--- src/rtl/draw_scheduler.sv ---
// Per-frame sequencer for the erase, wall and bird draw engines. It owns the single VGA plot port
// and handles game pacing, collision-driven game over, restart, and overrun/timeout monitoring.
module draw_scheduler #(
  parameter int X_W     = 8,
  parameter int Y_W     = 7,
  parameter int C_W     = 3,
  parameter int UPD_DIV = 4,
  parameter int TIMEOUT = 16383
) (
  input  logic           clk,
  input  logic           reset,
  input  logic           frame_tick,
  input  logic           go,
  input  logic           collision,
  input  logic           er_done,
  input  logic           wl_done,
  input  logic           bd_done,
  input  logic [X_W-1:0] er_x,
  input  logic [Y_W-1:0] er_y,
  input  logic [C_W-1:0] er_colour,
  input  logic           er_plot,
  input  logic [X_W-1:0] wl_x,
  input  logic [Y_W-1:0] wl_y,
  input  logic [C_W-1:0] wl_colour,
  input  logic           wl_plot,
  input  logic [X_W-1:0] bd_x,
  input  logic [Y_W-1:0] bd_y,
  input  logic [C_W-1:0] bd_colour,
  input  logic           bd_plot,
  output logic           er_start,
  output logic           wl_start,
  output logic           bd_start,
  output logic [X_W-1:0] vga_x,
  output logic [Y_W-1:0] vga_y,
  output logic [C_W-1:0] vga_colour,
  output logic           vga_plot,
  output logic           update_en,
  output logic           restart,
  output logic           game_over,
  output logic           overrun,
  output logic           timeout_err,
  output logic [2:0]     state
);

  typedef enum logic [2:0] {
    S_IDLE       = 3'd0,
    S_WAIT_FRAME = 3'd1,
    S_ERASE      = 3'd2,
    S_WALL       = 3'd3,
    S_BIRD       = 3'd4,
    S_UPDATE     = 3'd5,
    S_GAME_OVER  = 3'd6
  } state_t;

  localparam int FC_W = (UPD_DIV > 1) ? $clog2(UPD_DIV) : 1;
  localparam int WD_W = $clog2(TIMEOUT + 1);

  state_t          state_q, state_d;
  logic            entry_q;
  logic [WD_W-1:0] wd_cnt_q;
  logic [FC_W-1:0] frame_cnt_q, frame_cnt_d;
  logic            pending_q, pending_d;
  logic            latch_q, latch_d;
  logic            restart_q, restart_d;
  logic            overrun_q, overrun_d;
  logic            terr_q, terr_d;

  logic            in_engine;
  logic            in_frame;
  logic            wd_hit;
  logic            eng_done;
  logic            owner_done;
  logic            coll_now;
  logic            frame_wrap;

  assign in_engine  = (state_q == S_ERASE) || (state_q == S_WALL) || (state_q == S_BIRD);
  assign in_frame   = in_engine || (state_q == S_UPDATE);
  assign wd_hit     = in_engine && (wd_cnt_q == WD_W'(TIMEOUT - 1));
  assign coll_now   = (state_q == S_BIRD) && collision && bd_plot;
  assign frame_wrap = (frame_cnt_q == FC_W'(UPD_DIV - 1));

  always_comb begin
    eng_done = 1'b0;
    unique case (state_q)
      S_ERASE: eng_done = er_done;
      S_WALL:  eng_done = wl_done;
      S_BIRD:  eng_done = bd_done;
      default: eng_done = 1'b0;
    endcase
  end

  // A done coinciding with the start pulse belongs to a previous run, so it is dropped.
  assign owner_done = (eng_done && !entry_q) || wd_hit;

  always_comb begin
    state_d     = state_q;
    pending_d   = pending_q;
    latch_d     = latch_q;
    frame_cnt_d = frame_cnt_q;
    restart_d   = 1'b0;
    overrun_d   = overrun_q;
    terr_d      = terr_q;

    if (coll_now) latch_d = 1'b1;
    if (wd_hit)   terr_d  = 1'b1;
    if (frame_tick && in_frame) begin
      pending_d = 1'b1;
      overrun_d = 1'b1;
    end

    unique case (state_q)
      S_IDLE: begin
        if (go) begin
          restart_d = 1'b1;
          state_d   = S_WAIT_FRAME;
        end
      end
      S_WAIT_FRAME: begin
        if (frame_tick || pending_q) begin
          pending_d = 1'b0;
          state_d   = S_ERASE;
        end
      end
      S_ERASE: if (owner_done) state_d = S_WALL;
      S_WALL:  if (owner_done) state_d = S_BIRD;
      S_BIRD: begin
        // Include a collision seen in the done cycle itself.
        if (owner_done) state_d = (latch_q || coll_now) ? S_GAME_OVER : S_UPDATE;
      end
      S_UPDATE: begin
        frame_cnt_d = frame_wrap ? '0 : frame_cnt_q + FC_W'(1);
        state_d     = S_WAIT_FRAME;
      end
      S_GAME_OVER: begin
        if (go) begin
          restart_d   = 1'b1;
          latch_d     = 1'b0;
          frame_cnt_d = '0;
          state_d     = S_WAIT_FRAME;
        end
      end
      default: state_d = S_IDLE;
    endcase
  end

  always_ff @(posedge clk or posedge reset) begin
    if (reset) begin
      state_q     <= S_IDLE;
      entry_q     <= 1'b0;
      wd_cnt_q    <= '0;
      frame_cnt_q <= '0;
      pending_q   <= 1'b0;
      latch_q     <= 1'b0;
      restart_q   <= 1'b0;
      overrun_q   <= 1'b0;
      terr_q      <= 1'b0;
    end else begin
      state_q     <= state_d;
      entry_q     <= (state_d != state_q);
      frame_cnt_q <= frame_cnt_d;
      pending_q   <= pending_d;
      latch_q     <= latch_d;
      restart_q   <= restart_d;
      overrun_q   <= overrun_d;
      terr_q      <= terr_d;
      if (state_d != state_q) wd_cnt_q <= '0;
      else if (in_engine)     wd_cnt_q <= wd_cnt_q + WD_W'(1);
    end
  end

  // Pixel port mux: zero latency, idle states drive an all-zero, non-plotting pixel.
  always_comb begin
    vga_x      = '0;
    vga_y      = '0;
    vga_colour = '0;
    vga_plot   = 1'b0;
    unique case (state_q)
      S_ERASE: begin
        vga_x = er_x; vga_y = er_y; vga_colour = er_colour; vga_plot = er_plot;
      end
      S_WALL: begin
        vga_x = wl_x; vga_y = wl_y; vga_colour = wl_colour; vga_plot = wl_plot;
      end
      S_BIRD: begin
        vga_x = bd_x; vga_y = bd_y; vga_colour = bd_colour; vga_plot = bd_plot;
      end
      default: begin
        vga_x = '0; vga_y = '0; vga_colour = '0; vga_plot = 1'b0;
      end
    endcase
  end

  assign er_start    = entry_q && (state_q == S_ERASE);
  assign wl_start    = entry_q && (state_q == S_WALL);
  assign bd_start    = entry_q && (state_q == S_BIRD);
  assign update_en   = (state_q == S_UPDATE) && frame_wrap;
  assign restart     = restart_q;
  assign game_over   = (state_q == S_GAME_OVER);
  assign overrun     = overrun_q;
  assign timeout_err = terr_q;
  assign state       = state_q;

endmodule

--- config.mk ---
export PLATFORM = sky130hd
export DESIGN_NAME = draw_scheduler
export DESIGN_NICKNAME = d
export VERILOG_FILES = /design/src/rtl/draw_scheduler.sv
export SDC_FILE = /design/constraint.sdc
export NUM_CORES = 1
export LEC_CHECK = 0
export BUFFER_PORTS_ARGS = -buffer_cell sky130_fd_sc_hd__buf_2
export CORE_MARGIN = 10
export CORE_UTILIZATION = 40
export DETAILED_ROUTE_END_ITERATION = 7
export GPL_ROUTABILITY_DRIVEN = 0
export PLACE_DENSITY = 0.86
export SETUP_SLACK_MARGIN = 0.15
export SYNTH_ARGS = -nofsm -noshare
export SYNTH_HDL_FRONTEND = slang
export SYNTH_SLANG_ARGS = --single-unit
--- constraint.sdc ---
create_clock -name clk -period 2.1 [get_ports clk]
set_clock_uncertainty 0.2 [all_clocks]
set_input_delay 0.315 -clock clk [delete_from_list [all_inputs] [get_ports clk]]
set_output_delay 0.315 -clock clk [all_outputs]
set_load 0.01 [all_outputs]
==> summary.md <==
STA
* 446 MHz — maximum clock frequency
* 56.1% — Max transition margin
* 2.24 ns — Tmin final
* 0 — Hold Fails Final Rpt
* 37 — final setup violation count
* 0 — Slew Limit Fails
* 107% — ratio of final minimum period to clock period
* 0.657 ns — slew at the pin with the worst max-slew slack
* yes — RSZ-0062 raised after global routing
* -0.142 ns — Setup WS post-layout

Global route
* 0 — antenna violations before repair
* 0 — total gr overflow
* 18.7% — GRT Total Usage
* 28 — pin count of the biggest net entering global routing
* 11.7 mm — global-route wire length before repair
* 2,418 — number of global-route vias before repair

Floorplan
* 7850 µm² — die area
* 88.6 µm — Chip Height
* 88.6 µm — width of the die
* 4440 µm² — core area
* 42.4% — starting density of the core
* 95 — io pins
* 24 — std cell rows

Job
* 0 — MaxCap Viol Count

Yosys
* 25 — number of flip-flops and latches in the synthesized netlist
* 8.33 µm² — mean area per synthesized cell
* 0 — number of flops mapped to enable cells by yosys
* 100% — Post-synth ARST share
* sky130_fd_sc_hd__dfrtp_1 — most common flop cell mapped by yosys
* 294 — Mapped Nets
* 48 — post-synth cell types
* 1880 µm² — netlist area before placement
* 226 — Mapped Cells
* 33.2% — sequential share of the synthesized area
* 0 — number of warnings reported in the yosys synthesis log

Finish
* 59.0% — proportion of layout cells with a drive suffix above 1
* 283 — number of inserted filler cells in the final layout
* 72.9% — signed area change from the synthesized netlist to the final layout
* 1390 µm² — multi-input gate area in the final layout
* 432 — Post-layout nets
* 628 µm² — sequential standard cell area
* 0 — ANT cells
* 3260 µm² — post-route cell area

Power
* 18.0% — Seq pwr share
* 3.84 mW — PnR Total Power
* 1.80 mW — net switching power of the design
* 0.737 mV — maximum VDD drop
* 8.0% — share of total power in the clock network
* 46.9% — net switching fraction of the power
* 73.9% — combinational share of power
* 2.04 mW — internal power
* 1180 nW/µm² — PwrDens
* 1.52 nW — reported leakage power

Min path
* in -> reg — class of the worst hold path
* frame_tick — startpoint of the worst hold path

Clock network
* 0.28 ns — Clock Latency Late Sink
* 3 — Inserted Clock Buffers
* 25 — sinks on the clock net
* sky130_fd_sc_hd__clkbuf_8 — Clock Root Buffer
* 1 — level count of the clock H-tree
* 2 — buffers from clock root to sink, at most
* built — CTS tree
* 0.10 ns — clock transition at the registers of the reported paths

Setup path
* 2.06 ns — Worst EP required
* 3 — maximum net fanout on the critical path
* wd_cnt_q[0] — Critical Path Start
* sky130_fd_sc_hd__or4_4 — most frequent CP cell
* inv_2 > ha_4 > nand3_2 > or4_4 > and4_4 > or4_4 — chain of cells forming the critical path
* sky130_fd_sc_hd__or4_4 — cell with the largest stage delay on the worst path
* flip-flop — Crit. End Element
* reg -> reg — category of the critical setup timing path
* 0.57 ns — largest incremental delay on the critical path
* 2.20 ns — worst path arrival time
* flip-flop — type of element launching the critical path
* wd_cnt_q[0] — worst flop-to-flop path startpoint

Detailed routing
* 9.20 mm — drt total wl
* 4 — count of TritonRoute iterations in the first routing pass
* 265 — number of DRC markers in iteration 0
* 6.07 — via density per instance
* 22.2 µm — per-cell routed wire length
* 0 — ANT nets after route
* 2,520 — total via count in the routed design
* 0 — number of design rule violations left after detail routing

Run status
* negative setup slack — failing checks
* complete, but fails checks — result of the run

Placed design
* 2550 µm² — area of placed instances
* 5.01 mm — dpl hpwl
* 94 — count of buffers inserted at the top-level ports

routing by layer:
layer  vias up  track usage [%]  share of wire [%]
met2       166             33.9                 49
met5         -                0                  0
li1       1098                -                  -
met3        35             5.79                9.8
met1      1221             20.2                 37
met4         0             6.02                4.3
worst paths after layout:
check / end / slack (ns) / depth (start not counted)
setup reg to reg: state[0] / -0.14 / 6
setup / recovery: state[0] / -0.14 / 6
hold reg to reg: overrun / 0.26 / 1
max in group asynchronous: state[2] / 0.98 / 4
min in group asynchronous: state[0] / 0.44 / 4
hold / removal: overrun / 0.08 / 2
what timing repair did:
action	4_1_cts	5_1_grt
endpoints found under the setup margin	42	43
pin swaps	20	16
buffers inserted	11	12
cloned	4	2
hold buffers	1	0
gates resized for setup	60	50
hold endpoints to repair	25	0
power groups by stage:
| stage | combinational (mW) | clock (mW) | sequential [mW] |
|---|---|---|---|
| 6_report | 2.84 | 0.309 | 0.692 |
| 5_1_grt | 3.00 | 0.330 | 0.700 |
| 4_1_cts | 2.21 | 0.295 | 0.683 |
| 3_5_place_dp | 1.91 | 0 | 0.689 |
| 3_3_place_gp | 1.85 | 0 | 0.678 |
| 2_1_floorplan | 1.18 | 0 | 0.663 |
synthesized netlist by cell type (3+ instances only):
library cell               count  area share, %
sky130_fd_sc_hd__a211oi_1      8            3.2
sky130_fd_sc_hd__a21o_1        3            1.2
sky130_fd_sc_hd__a21oi_1      13            3.5
sky130_fd_sc_hd__and3_1        3            1.0
sky130_fd_sc_hd__buf_2         5            1.3
sky130_fd_sc_hd__clkbuf_1      9            1.8
sky130_fd_sc_hd__dfrtp_1      25             33
sky130_fd_sc_hd__ha_1          3            2.0
sky130_fd_sc_hd__inv_1         4           0.80
sky130_fd_sc_hd__mux2i_1      20             11
sky130_fd_sc_hd__nand2_1      31            6.2
sky130_fd_sc_hd__nand2b_1      6            2.0
sky130_fd_sc_hd__nand3_1       3           0.80
sky130_fd_sc_hd__nand4_1       3            1.0
sky130_fd_sc_hd__nor2_1        6            1.2
sky130_fd_sc_hd__nor3_1        8            2.1
sky130_fd_sc_hd__o211ai_1      3            1.2
sky130_fd_sc_hd__o21ai_0      29            7.7
sky130_fd_sc_hd__xnor2_1       3            1.4
sky130_fd_sc_hd__xor2_1        4            1.9
layout by cell type (no fill, tap or decap), types with 2 or more instances in the layout:
cell type | netlist | layout
sky130_fd_sc_hd__a21o_1 | 3 | 3
sky130_fd_sc_hd__and2_4 | 0 | 2
sky130_fd_sc_hd__or3_4 | 0 | 2
sky130_fd_sc_hd__ha_1 | 3 | 2
sky130_fd_sc_hd__buf_6 | 2 | 16
sky130_fd_sc_hd__dfrtp_1 | 25 | 23
sky130_fd_sc_hd__o21ai_1 | 0 | 18
sky130_fd_sc_hd__xor2_1 | 4 | 4
sky130_fd_sc_hd__o21bai_1 | 2 | 2
sky130_fd_sc_hd__nor3_1 | 8 | 2
sky130_fd_sc_hd__a21oi_4 | 0 | 2
sky130_fd_sc_hd__buf_4 | 0 | 33
sky130_fd_sc_hd__nand3_1 | 3 | 2
sky130_fd_sc_hd__o21ai_2 | 0 | 3
sky130_fd_sc_hd__dfrtp_2 | 0 | 2
sky130_fd_sc_hd__nand2_2 | 0 | 15
sky130_fd_sc_hd__mux2i_1 | 20 | 19
sky130_fd_sc_hd__buf_12 | 0 | 5
sky130_fd_sc_hd__o21ai_0 | 29 | 8
sky130_fd_sc_hd__nand2b_1 | 6 | 6
sky130_fd_sc_hd__nand2_1 | 31 | 13
sky130_fd_sc_hd__a211oi_1 | 8 | 4
sky130_fd_sc_hd__a21oi_1 | 13 | 11
sky130_fd_sc_hd__nor3_2 | 0 | 6
sky130_fd_sc_hd__o31ai_1 | 2 | 2
sky130_fd_sc_hd__buf_2 | 5 | 91
sky130_fd_sc_hd__nand2_4 | 0 | 3
sky130_fd_sc_hd__and3_1 | 3 | 2
sky130_fd_sc_hd__a31oi_1 | 2 | 2
sky130_fd_sc_hd__buf_16 | 0 | 3
sky130_fd_sc_hd__o211ai_1 | 3 | 3
sky130_fd_sc_hd__a211oi_2 | 0 | 4
sky130_fd_sc_hd__or4_4 | 1 | 2
sky130_fd_sc_hd__nand4_1 | 3 | 3
sky130_fd_sc_hd__nor2_1 | 6 | 5
sky130_fd_sc_hd__xnor2_1 | 3 | 3
sky130_fd_sc_hd__clkbuf_8 | 0 | 3
critical path, delay by kind of cell (launching register included):
kind	cells	cell delay, ns
buffers and inverters	1	0.10
flip-flops	1	0.43
adder cells (fa/ha/maj)	1	0.13
AND/OR/NAND/NOR	4	1.27
cells by family (layout without fill, tap and decap cells):
group | after synthesis | after routing | synth area share, %
buffers and inverters | 21 | 158 | 5.31
AO/OA/AOI/OAI | 67 | 67 | 21.5
adder cells (fa/ha/maj) | 3 | 3 | 1.99
XOR/XNOR | 7 | 7 | 3.26
AND/OR/NAND/NOR | 83 | 83 | 24.1
flip-flops | 25 | 25 | 33.2
multiplexers | 20 | 20 | 10.6
state kept, by name, summed over array words and instances, names as in the netlist:
register / flops
timeout_err: 1
state: 3
frame_cnt_q: 2
wd_cnt_q: 14
pending_q: 1
overrun: 1
restart: 1
entry_q: 1
latch_q: 1
layout make-up:
type / count / area share (%)
Multi-Input combinational cell: 180 / 42.8
Timing Repair Buffer: 150 / 33.8
Tap cell: 52 / 2.00
Inverter: 4 / 0.730
Clock buffer: 4 / 1.38
Sequential cell: 25 / 19.3
per-stage QoR:
stage          cells  util (%)  worst slack, ns  hold slack (ns)  TNS [ns]
2_1_floorplan    226         -           -0.168            0.142    -0.779
3_3_place_gp     381      57.4          -0.0670            0.183    -0.758
3_5_place_dp     381      57.4           -0.135            0.183     -1.74
4_1_cts          401      65.8          -0.0880           0.0831    -0.841
5_1_grt          415      73.3           -0.197           0.0803     -4.80
6_report         415      73.3           -0.142           0.0757     -3.27
Power figures use the tool's default switching activity.
